**src/rtl/if_fetch_stage.sv**
```systemverilog
// Instruction-fetch stage: single-outstanding fetch FSM feeding the IF/ID register,
// with a one-entry skid buffer for words returning while decode is stalled and a
// stale-response flag so wrong-path data after a redirect is dropped.
// Optional feature: define HALT_DETECT_EN to freeze fetch on opcode 6'h3F.
//
// Memory handshake: imem_req is held high with imem_addr stable until a cycle in
// which imem_ack=1; that cycle carries imem_rdata and completes the request. The
// memory may ack in the same cycle req is first raised. A new request is never
// raised while an earlier one (including a stale one) is still unanswered.
module if_fetch_stage #(
    parameter logic [31:0] RESET_PC = 32'h0000_0000
) (
    input  logic        clk,
    input  logic        rst_n,
    output logic        imem_req,
    output logic [31:0] imem_addr,
    input  logic        imem_ack,
    input  logic [31:0] imem_rdata,
    input  logic        stall,
    input  logic        redirect,
    input  logic [31:0] redirect_pc,
    output logic        if_valid,
    output logic [31:0] if_instr,
    output logic [5:0]  instr_op,
    output logic [31:0] if_pc,
    output logic [31:0] if_pc_plus4,
    output logic        halted,
    output logic [1:0]  dbg_state
);

    typedef enum logic [1:0] {
        S_FETCH = 2'd0,
        S_HOLD  = 2'd1,
        S_HALT  = 2'd2
    } state_t;

    localparam logic [5:0] HALT_OP = 6'h3F;

    state_t      state_q, state_d;
    logic [31:0] pc_q, pc_d;
    logic        stale_q, stale_d;
    logic [31:0] skid_q, skid_d;
    logic        if_valid_q, if_valid_d;
    logic [31:0] if_instr_q, if_instr_d;
    logic [31:0] if_pc_q, if_pc_d;

    logic        load;
    logic [31:0] load_word;

    // Low target bits are forced to zero; they are deliberately not used.
    logic        unused_redirect_lsbs;
    assign unused_redirect_lsbs = ^redirect_pc[1:0];

    // Request only while fetching and no stale response is still owed to us.
    assign imem_req    = (state_q == S_FETCH) && !stale_q;
    assign imem_addr   = pc_q;
    assign if_valid    = if_valid_q;
    assign if_instr    = if_instr_q;
    assign instr_op    = if_instr_q[31:26];
    assign if_pc       = if_pc_q;
    assign if_pc_plus4 = if_pc_q + 32'd4;
    assign dbg_state   = state_q;

`ifdef HALT_DETECT_EN
    assign halted = (state_q == S_HALT);
`else
    assign halted = 1'b0;
`endif

    // Next-state, PC, skid and IF/ID computation; redirect has priority over everything.
    always_comb begin
        state_d    = state_q;
        pc_d       = pc_q;
        stale_d    = stale_q;
        skid_d     = skid_q;
        if_valid_d = if_valid_q;
        if_instr_d = if_instr_q;
        if_pc_d    = if_pc_q;
        load       = 1'b0;
        load_word  = 32'h0;

        if (redirect) begin
            state_d    = S_FETCH;
            pc_d       = {redirect_pc[31:2], 2'b00};
            if_valid_d = 1'b0;
            skid_d     = 32'h0;
            // An unanswered request becomes stale; an ack this cycle settles it.
            if (imem_ack) begin
                stale_d = 1'b0;
            end else if (imem_req) begin
                stale_d = 1'b1;
            end
        end else begin
            case (state_q)
                S_FETCH: begin
                    // Decode consumed the current entry unless it is stalled.
                    if (!stall) begin
                        if_valid_d = 1'b0;
                    end
                    if (imem_ack) begin
                        if (stale_q) begin
                            stale_d = 1'b0;
                        end else if (stall) begin
                            skid_d  = imem_rdata;
                            state_d = S_HOLD;
                        end else begin
                            load      = 1'b1;
                            load_word = imem_rdata;
                        end
                    end
                end
                S_HOLD: begin
                    if (!stall) begin
                        load      = 1'b1;
                        load_word = skid_q;
                        skid_d    = 32'h0;
                        state_d   = S_FETCH;
                    end
                end
                S_HALT: begin
                    // Frozen: IF/ID keeps the halt word until redirect or reset.
                end
                default: begin
                    state_d = S_FETCH;
                end
            endcase
        end

        if (load) begin
            if_valid_d = 1'b1;
            if_instr_d = load_word;
            if_pc_d    = pc_q;
            pc_d       = pc_q + 32'd4;
`ifdef HALT_DETECT_EN
            if (load_word[31:26] == HALT_OP) begin
                state_d = S_HALT;
            end
`endif
        end
    end

    // State register for the FSM, PC, stale flag, skid buffer and IF/ID.
    always_ff @(posedge clk or negedge rst_n) begin
        if (!rst_n) begin
            state_q    <= S_FETCH;
            pc_q       <= RESET_PC;
            stale_q    <= 1'b0;
            skid_q     <= 32'h0;
            if_valid_q <= 1'b0;
            if_instr_q <= 32'h0;
            if_pc_q    <= 32'h0;
        end else begin
            state_q    <= state_d;
            pc_q       <= pc_d;
            stale_q    <= stale_d;
            skid_q     <= skid_d;
            if_valid_q <= if_valid_d;
            if_instr_q <= if_instr_d;
            if_pc_q    <= if_pc_d;
        end
    end

endmodule

```
**config.mk**
```make
export PLATFORM = sky130hd
export DESIGN_NAME = if_fetch_stage
export DESIGN_NICKNAME = d
export VERILOG_FILES = /design/src/rtl/if_fetch_stage.sv
export SDC_FILE = /design/constraint.sdc
export NUM_CORES = 1
export LEC_CHECK = 0
export ABC_AREA = 1
export BUFFER_PORTS_ARGS = -buffer_cell sky130_fd_sc_hd__buf_2
export CORE_ASPECT_RATIO = 1.25
export CORE_MARGIN = 1
export CORE_UTILIZATION = 53
export DETAILED_ROUTE_END_ITERATION = 12
export MAX_ROUTING_LAYER = met4
export PLACE_DENSITY = 0.87
export SYNTH_ARGS = -nofsm -noshare
export SYNTH_HDL_FRONTEND = slang
export SYNTH_SLANG_ARGS = --single-unit
```
**constraint.sdc**
```tcl
create_clock -name clk -period 1.7 [get_ports clk]
set_input_delay 0.34 -clock clk [delete_from_list [all_inputs] [get_ports clk]]
set_output_delay 0.34 -clock clk [all_outputs]
set_load 0.01 [all_outputs]
```
Yosys cells after proc, flatten, opt, wreduce, memory -nomap -nowiden

Index checks and enable logic that the tools add are counted.

Add/sub/neg operators: 2
Equal/unequal tests: 8
Muxes and demuxes: 34
Reduce and logical (&&, ||, !) cells: 13

Operator list:

| cell                                                 | number |
|---|---|
| two-way mux 32 bit                                   | 12 |
| one-hot mux 32 bit (2 select lines)                  | 2 |
| adder 32 x 3 -> 32 bit (second input constant)       | 2 |
| two-way mux 1 bit                                    | 13 |
| != test 3 bit (second input constant)                | 4 |
| two-way mux 2 bit                                    | 5 |
| AND reduction 5 bit                                  | 2 |
| nonzero test 2 bit                                   | 4 |
| one-hot mux 2 bit (3 select lines)                   | 1 |
| nonzero test 3 bit                                   | 2 |
| != test 3 x 1 -> 1 bit (second input constant)       | 1 |
| AND reduction 3 bit                                  | 1 |
| equality test 2 x 1 -> 1 bit (second input constant) | 1 |
| equality test 2 bit (second input constant)          | 1 |
| logical NOT 2 bit                                    | 1 |
| != test 2 bit (second input constant)                | 1 |
| one-hot mux 1 bit (2 select lines)                   | 1 |
| AND reduction 2 bit                                  | 1 |
| logical AND 1 bit                                    | 1 |
| logical NOT 1 bit                                    | 1 |

Bits in registers: 132
Input port bits: 69
Output and inout port bits: 139
Logic and storage cells: 64

Logic depth before layout (Yosys ltp)

Depth after elaboration: 7
Depth in mapped cells: 10
Mapped depth without buffers: 10

Worst setup path after synthesis

OpenSTA, ideal clock, no wires.

Path kind: reg-to-output
Start point: reg if_pc_q[2], in the netlist if_pc[2]
End point: out if_pc_plus4[30]
Data arrival time: 1432 ps
Data required time: 1360 ps
Setup slack: -72 ps
Cell stages (with the launch flop): 8
Buffers on the path: 0
Path through: dfrtp_1 ha_1 inv_1 nor3_4 inv_1 nor2_2 nand2_1 xor2_1

Word-level cells in the longest chain between the ends: 1

Ends and longest elaborated chain:

| what                     | line | source |
|---|---|---|
| start: declaration       | 45   | `logic [31:0] if_pc_q, if_pc_d;` |
| start signal: assignment | 159  | `if_pc_q <= if_pc_d;` |
| adder 32 x 3 -> 32 bit   | 61   | `assign if_pc_plus4 = if_pc_q + 32'd4;` |
| end: declaration         | 26   | `output logic [31:0] if_pc_plus4,` |

Every way passes these cells.

Worst setup path in the final report

Start point: reg if_pc_q[2], in the netlist if_pc[2]
End point: out if_pc_plus4[22]

Same word-level chain as after synthesis.

==> results.tsv <==
metric	value	unit
total grt overflow	0	
synth warn	0	
Die Y	133	um
Final Hold Fails	0	
GR Util All Layers	32.7	%
clk slew on worst S/H paths	70	ps
Yosys cell types	34	
minimum clock period	2240	ps
Via-to-Cell Ratio	5.10	
Setup CP Type	flop to output pin	
first-pass GRT wire length	34800	um
# H-tree levels	4	
RSZ-0062 raised after global routing	true	
Mapped Area	7250	um2
Final Wtd Congestion	0.922	
Worst Skew	13.0	ps
type of the most critical hold path	input pin to flop	
core area	13300	um2
Fmax	447	MHz
Final Slew Violations	0	
chip width	107	um
part of the Yosys area used for sequential elements	43.9	%
leading cell type in the layout, fill and taps excluded	nand2_1	
ys async rst share	100	%
startpoint types	flop	
later-pin clock latency in the skew report	420	ps
Die ar.	14100	um2
largest net degree at the start of global routing	57	
busiest grt layer	met2	
number of routed nets with antenna violations	0	
initial core utilization	54.5	%
static leakage	5.42	nW
1st-iter DRT viols	415	
IO Port Bufs	197	
status	finished with violations	
# IOs	208	
number of global-route vias before repair	7205	
Top FF cell, synth	dfrtp_1	
final setup margin	-537	ps
Max Cap Violations	0	
Worst Path Max Fanout	3	
Tot Pwr	0.0150	W
WP data arrival	1900	ps
Mapped Avg Cell Area	7.36	um2
Nets	1344	
clock sink count	127	
final wirelength	22300	um
number of antenna violations at the first check in global routing	1	
FP Rows	47	
critical path capture point type	output pin	
most frequent cells in the layout	nand2_1, buf_2, inv_1	
First-pass DRT Iterations	5	
HPWL after DPL	16200	um
CTS root buffer	clkbuf_16	
Critical Path RT	1360	ps
Post-Synthesis Cells	985	
Tcrit/Tclk final	132	%
Num CTS Buffers	17	
vias	7441	
met2 Use GR	57.8	%
Peak VDD IR	0.868	mV
DRC Markers	0	
number of synthesized register bits	127	
Longest Clk Path Bufs	2	
failing checks	negative setup slack	
share of cells above drive strength 1	34.3	%
routed len/inst	15.3	um
number of flops mapped to enable cells by yosys	0	
setup violators final	28	
GRT met1 Usage	35.6	%
Syn-to-layout area delta	38.2	%
final setup TNS	-11830	ps
Power Dens Cells	1500	nW/um2
CTS tree	done	
met3 Track Usage GR	5.07	%
-- worst max-delay path, stage by stage (launching register included) --
cell and delay [ps]:
dfrtp_2 400, ha_4 160, inv_4 50, nor3_4 180, inv_2 90, buf_6 120
nor3_4 170, xor2_1 150, buf_2 140
-- per-stage QoR --
stage / worst slack (ps) / utilization, % / std cells / hold slack [ps] / area [um2]
CTS: -498 / 74.0 / 1449 / 129 / 9830
finish: -537 / 75.4 / 1458 / 132 / 10000
global placement: -124 / 67.7 / 1410 / 167 / 9000
detailed placement: -148 / 67.7 / 1410 / 168 / 9000
floorplan: 26.0 / - / 992 / 44.4 / 7300
global route: -589 / 75.4 / 1458 / 155 / 10000
-- area by class of cell --
| class | instances | area, um2 |
|---|---|---|
| fillers | 1044 | 3270 |
| diodes | 1 | 2.50 |
| clock buffers | 18 | 429 |
| repair buffers | 313 | 1970 |
| flip-flops and latches | 127 | 3190 |
| multi-input cells | 662 | 3490 |
| inverters | 152 | 576 |
| clock inverters | 14 | 154 |
| well taps | 171 | 214 |
-- cell usage after synthesis (7+ instances only) --
| cell type | n | share of area (%) |
|---|---|---|
| a21oi_1 | 11 | 0.76 |
| buf_2 | 22 | 1.5 |
| buf_4 | 17 | 1.8 |
| clkbuf_1 | 7 | 0.36 |
| dfrtp_1 | 127 | 44 |
| inv_1 | 146 | 7.6 |
| nand2_1 | 304 | 16 |
| nand3_1 | 45 | 3.1 |
| nor2_1 | 90 | 4.7 |
| nor2_2 | 15 | 1.3 |
| nor3_1 | 11 | 0.76 |
| o21ai_0 | 30 | 2.1 |
| o22ai_1 | 64 | 5.5 |
| xor2_1 | 31 | 3.7 |
-- registers in the layout, summed over array words and instances (netlist names) --
register	count
if_valid	1
skid_q	32
if_instr	32
if_pc	30
stale_q	1
imem_addr	30
dbg_state	1
-- report_power, final --
group / switching (W) / internal [W] / total (W)
Clock: 0.00144 / 0.00218 / 0.00362
Sequential: 0.000849 / 0.00403 / 0.00488
Combinational: 0.00368 / 0.00286 / 0.00653
Total: 0.00597 / 0.00907 / 0.0150
-- cells by family (layout without fill, tap and decap cells) --
family,Yosys count,count (layout),synth area share [%]
compound gates,122,122,9.93
xor+xnor,34,34,4.11
fa+ha+maj,2,2,0.345
other cells,1,9,0.0517
flops,127,127,43.9
buf+inv,203,497,12.1
simple gates,496,496,29.6
-- what timing repair did --
item / 4_1_cts / 5_1_grt
setup buffers: 7 / 10
cloned: 0 / 0
hold buffers: 1 / 0
pin swaps: 18 / 13
resized for setup: 52 / 31
endpoints found under the setup margin: 28 / 39
endpoints found under the hold margin: 51 / 0
-- layer usage --
metal | part of all wire [%] | wire (um)
met1 | 38 | 8500
met2 | 53 | 11700
met3 | 5.4 | 1200
met4 | 3.7 | 817
met5 | 0 | 0
-- final timing paths --
kind,cells after the start,slack [ps],endpoint,startpoint
max,8,-540,if_pc_plus4[22],if_pc[2]
min in group asynchronous,2,280,skid_q[16],rst_n
max reg2reg,10,70,imem_addr[24],imem_addr[3]
min reg2reg,2,480,if_instr[17],if_instr[17]
max in group asynchronous,3,900,skid_q[4],rst_n
min,3,130,imem_addr[4],redirect_pc[4]
(Power assumes the default switching activity.)
